--- src/rtl/cirno9_ls_timer_if.sv ---
// Load/store SRAM-style port shared by the core and the machine timer.
// The core drives the request side; the responder returns registered data, hit and irq.
interface cirno9_ls_timer_if;
    logic        en;
    logic [3:0]  we;
    logic [31:0] adr;
    logic [31:0] din;
    logic [31:0] dout;
    logic        hit;
    logic        irq;

    modport master (output en, output we, output adr, output din,
                    input  dout, input hit, input irq);
    modport slave  (input  en, input we, input adr, input din,
                    output dout, output hit, output irq);
endinterface

--- src/rtl/cirno9_ls_timer.sv ---
// Memory-mapped 64-bit machine timer with prescaler, compare register and level irq.
// Answers the load/store port with the same one-cycle registered read latency as the SRAM.
module cirno9_ls_timer #(
    parameter logic [31:0] BASE_ADR   = 32'h0200_0000,
    parameter int          PRESCALE_W = 8
) (
    input  logic             clk,
    input  logic             rst_n,
    cirno9_ls_timer_if.slave bus
);

    logic [63:0]           mtime_q, mtime_d;
    logic [63:0]           mtimecmp_q, mtimecmp_d;
    logic                  run_q, run_d;
    logic                  irq_en_q, irq_en_d;
    logic [PRESCALE_W-1:0] div_q, div_d;
    logic [PRESCALE_W-1:0] psc_q, psc_d;
    logic [31:0]           dout_q, dout_d;
    logic                  hit_q, hit_d;
    logic                  irq_q, irq_d;

    logic        sel, wr, rd, tick, pend;
    logic [2:0]  off;
    logic [31:0] wmask, ctrl_rd, ctrl_wr, rd_data;

    assign sel  = bus.en & (bus.adr[31:5] == BASE_ADR[31:5]);
    assign off  = bus.adr[4:2];
    assign wr   = sel & (bus.we != 4'b0000);
    assign rd   = sel & (bus.we == 4'b0000);
    assign tick = run_q & (psc_q == div_q);
    assign pend = (mtime_q >= mtimecmp_q);

    genvar gi;
    generate
        for (gi = 0; gi < 4; gi++) begin : g_lane
            assign wmask[8*gi +: 8] = {8{bus.we[gi]}};
        end
    endgenerate

    function automatic logic [31:0] merge_lanes(input logic [31:0] cur,
                                                input logic [31:0] wdat,
                                                input logic [31:0] msk);
        return (cur & ~msk) | (wdat & msk);
    endfunction

    always_comb begin
        ctrl_rd                  = '0;
        ctrl_rd[0]               = run_q;
        ctrl_rd[1]               = irq_en_q;
        ctrl_rd[8 +: PRESCALE_W] = div_q;
    end

    assign ctrl_wr = merge_lanes(ctrl_rd, bus.din, wmask);

    always_comb begin
        rd_data = '0;
        case (off)
            3'd0:    rd_data = mtime_q[31:0];
            3'd1:    rd_data = mtime_q[63:32];
            3'd2:    rd_data = mtimecmp_q[31:0];
            3'd3:    rd_data = mtimecmp_q[63:32];
            3'd4:    rd_data = ctrl_rd;
            3'd5:    rd_data = {31'd0, pend};
            default: rd_data = '0;
        endcase
    end

    always_comb begin
        mtime_d    = mtime_q;
        mtimecmp_d = mtimecmp_q;
        run_d      = run_q;
        irq_en_d   = irq_en_q;
        div_d      = div_q;
        psc_d      = '0;
        dout_d     = rd ? rd_data : dout_q;
        hit_d      = sel;
        irq_d      = irq_en_q & pend;

        if (run_q) begin
            psc_d = tick ? '0 : psc_q + 1'b1;
        end

        // A counter write replaces the increment for the whole 64 bits that cycle.
        if (wr && off == 3'd0) begin
            mtime_d[31:0] = merge_lanes(mtime_q[31:0], bus.din, wmask);
        end else if (wr && off == 3'd1) begin
            mtime_d[63:32] = merge_lanes(mtime_q[63:32], bus.din, wmask);
        end else if (tick) begin
            mtime_d = mtime_q + 64'd1;
        end

        if (wr && off == 3'd2) begin
            mtimecmp_d[31:0] = merge_lanes(mtimecmp_q[31:0], bus.din, wmask);
        end
        if (wr && off == 3'd3) begin
            mtimecmp_d[63:32] = merge_lanes(mtimecmp_q[63:32], bus.din, wmask);
        end

        if (wr && off == 3'd4) begin
            run_d    = ctrl_wr[0];
            irq_en_d = ctrl_wr[1];
            div_d    = ctrl_wr[8 +: PRESCALE_W];
        end
    end

    always_ff @(posedge clk or negedge rst_n) begin
        if (!rst_n) begin
            mtime_q    <= '0;
            mtimecmp_q <= '1;
            run_q      <= 1'b0;
            irq_en_q   <= 1'b0;
            div_q      <= '0;
            psc_q      <= '0;
            dout_q     <= '0;
            hit_q      <= 1'b0;
            irq_q      <= 1'b0;
        end else begin
            mtime_q    <= mtime_d;
            mtimecmp_q <= mtimecmp_d;
            run_q      <= run_d;
            irq_en_q   <= irq_en_d;
            div_q      <= div_d;
            psc_q      <= psc_d;
            dout_q     <= dout_d;
            hit_q      <= hit_d;
            irq_q      <= irq_d;
        end
    end

    assign bus.dout = dout_q;
    assign bus.hit  = hit_q;
    assign bus.irq  = irq_q;

    // Byte-offset bits and the non-field CTRL bits carry no state.
    logic unused_bits;
    assign unused_bits = &{1'b0, bus.adr[1:0], ctrl_wr};

endmodule

--- src/flat_wrapper.sv ---
// flat-port wrapper written by rule: the top's interface ports become plain ports
module cirno9_ls_timer_flat 
#(
    parameter logic [31:0] BASE_ADR   = 32'h0200_0000,
    parameter int          PRESCALE_W = 8
)
  (clk, rst_n, bus_en, bus_we, bus_adr, bus_din, bus_dout, bus_hit, bus_irq);
  cirno9_ls_timer_if bus_i ();
  input  logic clk;
  input  logic rst_n;
  input wire logic [$bits(bus_i.en)-1:0] bus_en;
  input wire logic [$bits(bus_i.we)-1:0] bus_we;
  input wire logic [$bits(bus_i.adr)-1:0] bus_adr;
  input wire logic [$bits(bus_i.din)-1:0] bus_din;
  output wire logic [$bits(bus_i.dout)-1:0] bus_dout;
  output wire logic [$bits(bus_i.hit)-1:0] bus_hit;
  output wire logic [$bits(bus_i.irq)-1:0] bus_irq;
  assign bus_i.en = bus_en;
  assign bus_i.we = bus_we;
  assign bus_i.adr = bus_adr;
  assign bus_i.din = bus_din;
  assign bus_dout = bus_i.dout;
  assign bus_hit = bus_i.hit;
  assign bus_irq = bus_i.irq;
  cirno9_ls_timer #(.BASE_ADR(BASE_ADR), .PRESCALE_W(PRESCALE_W)) u_core (.clk(clk), .rst_n(rst_n), .bus(bus_i));
endmodule
--- config.mk ---
export PLATFORM = sky130hd
export DESIGN_NAME = cirno9_ls_timer_flat
export DESIGN_NICKNAME = d
export VERILOG_FILES = /design/src/rtl/cirno9_ls_timer_if.sv /design/src/rtl/cirno9_ls_timer.sv /design/src/flat_wrapper.sv
export SDC_FILE = /design/constraint.sdc
export NUM_CORES = 1
export LEC_CHECK = 0
export ABC_AREA = 1
export CORE_UTILIZATION = 45
export DETAILED_ROUTE_END_ITERATION = 8
export GPL_ROUTABILITY_DRIVEN = 1
export HOLD_SLACK_MARGIN = 0.05
export PLACE_DENSITY = 0.73
export SLEW_MARGIN = 25
export SYNTH_ARGS = -nofsm -noshare
export SYNTH_HDL_FRONTEND = slang
export SYNTH_SLANG_ARGS = --single-unit
--- constraint.sdc ---
create_clock -name clk -period 3.2 [get_ports clk]
set_input_delay 0.64 -clock clk [delete_from_list [all_inputs] [get_ports clk]]
set_output_delay 0.64 -clock clk [all_outputs]
set_load 0.005 [all_outputs]
Word level (Yosys, flattened, before mapping)
Index checks and enable logic that the tools add are counted.
{ "totals": {"ff_bits": 180, "inputBits": 71, "out_inout_bits": 34, "word_cells": 59} }
{ "op_classes": {"add_sub_neg": 2, "order_cmp": 1, "eq_ne": 8, "mux": 7, "n_bitwise": 18, "reduce_logical": 12} }
{ "op_table": {"columns": ["cell", "count"], "rows": [
  ["$pmux 32 s6", 1],
  ["$and 32x32->32", 5],
  ["$or 32x32->32", 4],
  ["$mux 32", 3],
  ["$add 64x1->64 const B", 1],
  ["$ge 64x64->1", 1],
  ["$mux 64", 1],
  ["$not 32->32", 1],
  ["$eq 27x21->1 const B", 1],
  ["$and 16x16->16", 1],
  ["$mux 8", 2],
  ["$or 16x16->16", 1],
  ["$add 8x1->8 const B", 1],
  ["$eq 8x8->1", 1],
  ["$eq 3x2->1 const B", 2],
  ["$eq 3x3->1 const B", 2],
  ["$and 1x1->1", 5],
  ["$logic_and 1x1->1", 5],
  ["$logic_not 4->1", 1],
  ["$reduce_and 2->1", 2],
  ["$reduce_bool 2->1", 2],
  ["$reduce_bool 4->1", 1],
  ["$eq 3x1->1 const B", 1],
  ["$logic_not 3->1", 1],
  ["other kinds (2)", 2]
]} }

Logic depth before layout (Yosys ltp)
{ "depth": {"ltp_word": 6, "depth_mapped": 19, "mapped_depth_nobuf": 19} }

Least setup slack after synthesis
OpenSTA, ideal clock, no wires.
{ "synth_path": {"path_type": "input to register", "startpoint": "input bus_adr[26]", "endpoint": "register with a tool-made name", "setup_time_ns": 0.120, "t_arrival_ns": 1.898, "t_required_ns": 3.080, "path_slack_ns": 1.182, "path_stages": 9, "path_buffers": 1, "cell_sequence": "nor4_2 > nand3b_2 > nor2_8 > nand2_4 > nor2_2 > nand2_2 > buf_6 > nand2_1 > o21ai_2"} }
{ "synth_rtl": {"columns": ["element", "line", "rtl"], "rows": [
  ["start: declaration", "flat_wrapper.sv:13", "input wire logic [$bits(bus_i.adr)-1:0] bus_adr;"]
]} }

==> flow_summary.json <==
{
  "io_pins": 105,
  "placed_area_um2": 14500,
  "clock_latency_ns": 0.47,
  "worstRegToRegCells": 12,
  "worst_pin_slew_ns": 0.905,
  "leakagePower_nw": 6.73,
  "clock_sinks": 180,
  "grt_pass1_vias": 12400,
  "cts_root_buf": "clkbuf_16",
  "n_antenna_cell": 0,
  "path_depth": 8,
  "antenna_left": 0,
  "cp_common_cell": "nand2_1",
  "relSlewSlack_pct": 39.6,
  "fin_skew_ns": 0.0146,
  "async_reset_ff_share_pct": 100,
  "critPathSlowestCell": "nor2_2",
  "finalSetupViolations": 0,
  "dp_hpwl_um": 36800,
  "drcViolationCount": 0,
  "critPathArrivalTime_ns": 3.32,
  "nFillCells": 2781,
  "path_cells": "clkdlybuf4s50_1 -> nand2_1 -> nor2_2 -> inv_2 -> nor2_8 -> nand2_4 -> nand2_1 -> o21ai_2",
  "grt-ovfl-total": 0,
  "yosysWarnings": 0,
  "hold_viol": 0,
  "holdBufCountCts": 0,
  "avgSynthCellArea_um2": 7.24,
  "rrSetupSlack_ns": 0.30,
  "synthesis.area_um2": 12900,
  "hp-class": "in2async",
  "cp-start-kind": "primary input",
  "crit_start": "bus_adr[3]",
  "fin_util_pct": 53.8,
  "h-tree-depth": 4,
  "slowest_delay_ns": 0.70,
  "globalRouteTotalUtil_pct": 33.0,
  "finalWorstPathRequiredPeriod_ns": 2.94,
  "path_class": "in2reg",
  "drtIter0Drc": 1164,
  "path_clk_slew_ns": 0.07,
  "syn_inst": 1788,
  "cp_num_buf_inv": 2,
  "synth_cell_types": 50,
  "crit_required_ns": 3.59,
  "coreArea_um2": 28000,
  "die-width_um": 172,
  "clock.fmax_mhz": 341,
  "synth_seq_cells": 180,
  "nets": 2042,
  "start_util_pct": 46.2,
  "cts_resized": 0,
  "cts_tree": "yes",
  "syn_nets": 1925,
  "num_vias": 12900,
  "clk_path_buf_depth": 2,
  "drv_slew": 0,
  "antenna_found_initial": 0,
  "gp_congestion": 1.02,
  "synth_edf_count": 0,
  "wl_um": 46700,
  "grt_first_pass_wirelength_um": 71800,
  "status": "complete, no violations",
  "power_density_nw_per_um2": 309,
  "postLayoutCellArea_um2": 15100,
  "vias_per_cell": 5.62,
  "drive_gt1_share_pct": 13.8,
  "portBuffers": 102,
  "cts-buffers-inserted": 17,
  "cap_violations": 0,
  "vdd_drop_max_v": 0.000335,
  "end_kind": "flip-flop",
  "cts_setup_buffers": 0,
  "die_h_um": 172,
  "post-route-period-util_pct": 91.7,
  "grt_setup_unrepaired": "no",
  "row_count": 61,
  "die_area_um2": 29400,
  "routedWlPerCell_um": 20.3,
  "syn_to_final_growth_pct": 16.5,
  "synth.yosys.seq_area_share_pct": 35.4,
  "grt_max_degree": 70,
  "first_pass_iters": 5,
  "critical_path.max_fanout": 17,
  "ys.flop_type": "dfrtp_1",
  "crit_family": "simple AND/OR/NAND/NOR gates"
}
## per-layer routing
layer | wire (um) | up-vias | global-route usage (%)
li1 | - | 6139 | -
met1 | 20700 | 6188 | 44.5
met2 | 21100 | 503 | 52.4
met3 | 3220 | 74 | 5.09
met4 | 1710 | 0 | 14.1
met5 | 0 | - | 0
## cell families after synthesis
| family | synth area share [%] |
|---|---|
| AOI/OAI and AO/OA | 14.5 |
| xor gates and xnor gates | 2.37 |
| buffers and inverters | 9.14 |
| DFF | 35.4 |
| and+or+nand+nor | 32.2 |
| adders and majority gates | 6.38 |
## cell usage after synthesis, types with 3 or more instances
cell type	instances	area [um^2]
nand3b_1	5	37.5
nor2_1	119	447
clkbuf_1	20	75.1
a211oi_1	7	52.6
a21oi_1	30	150
a21o_1	3	22.5
nor3_1	44	220
o21ai_1	15	75.1
nand3_2	3	30.0
nand4_1	38	238
nor4_2	4	50.1
xnor2_1	4	35.0
o22ai_1	41	257
o211ai_1	4	30.0
o21ai_0	86	430
a221oi_1	22	193
nor4_1	4	25.0
nand2_1	546	2050
buf_2	18	90.1
or2_1	3	18.8
o21ai_2	72	631
inv_2	7	26.3
inv_1	224	841
nand3_1	131	656
nand2_2	7	43.8
buf_6	11	124
nor2_2	8	50.1
nand2_4	9	101
dfrtp_1	116	2900
dfstp_2	64	1680
xor2_1	31	272
ha_1	66	826
nor2_8	3	60.1
## per-stage QoR
step	instances	worst slack (ns)	hold slack [ns]	setup TNS (ns)	power (mW)
floorplan	1788	1.18	0.344	0	2.41
global placement	2264	-0.0862	0.467	-1.27	2.62
detailed placement	2264	-0.0818	0.470	-0.945	2.62
CTS	2296	0.341	0.194	0	4.69
global route	2296	0.155	0.233	0	4.80
finish	2296	0.265	0.182	0	4.66
## how the worst min path moves through the flow
stage                             from             endpoint  slack [ns]
detailed placement  u_core.bus.dout[0]   u_core.bus.dout[0]        0.47
finish                           rst_n      u_core.psc_q[7]        0.18
CTS                              rst_n  u_core.bus.dout[12]        0.19
global route                     rst_n      u_core.psc_q[7]        0.23
floorplan                        rst_n            async pin        0.34
global placement             flip-flop            flip-flop        0.47
## placed cells by master (no fill, tap or decap), types with 4 or more instances in the layout
cell,instances
nand2_2,7
a211oi_1,7
clkdlybuf4s50_1,101
nand2_1,546
nand2_4,9
xor2_1,31
nand3b_1,5
ha_1,66
inv_2,7
nor2_2,8
o22ai_1,41
inv_1,224
o21ai_2,72
nor2_1,119
clkinv_4,4
nand3_1,131
nor3_1,44
a21oi_1,30
dfrtp_1,116
a221oi_1,22
inv_6,5
o21ai_0,86
o21ai_1,15
nor4_2,4
buf_4,46
dfstp_2,64
o211ai_1,4
nand4_1,38
clkbuf_16,17
nor4_1,4
xnor2_1,4
## layout make-up
cell class	instances	area [um^2]	area share (%)
multi-input combinational	1323	7170	47.6
tap	378	473	3.14
clock buffer	18	429	2.85
inverter	233	875	5.80
sequential	180	4580	30.4
timing repair buffer	150	1410	9.34
clock inverter	14	136	0.905
## power by group
group | total [mW] | switching [mW] | internal (mW) | leakage (nW)
logic | 0.305 | 0.192 | 0.114 | 4.34
registers | 2.28 | 0.000000402 | 2.28 | 2.12
clock network | 2.08 | 1.05 | 1.03 | 0.275
(Power assumes the default switching activity.)
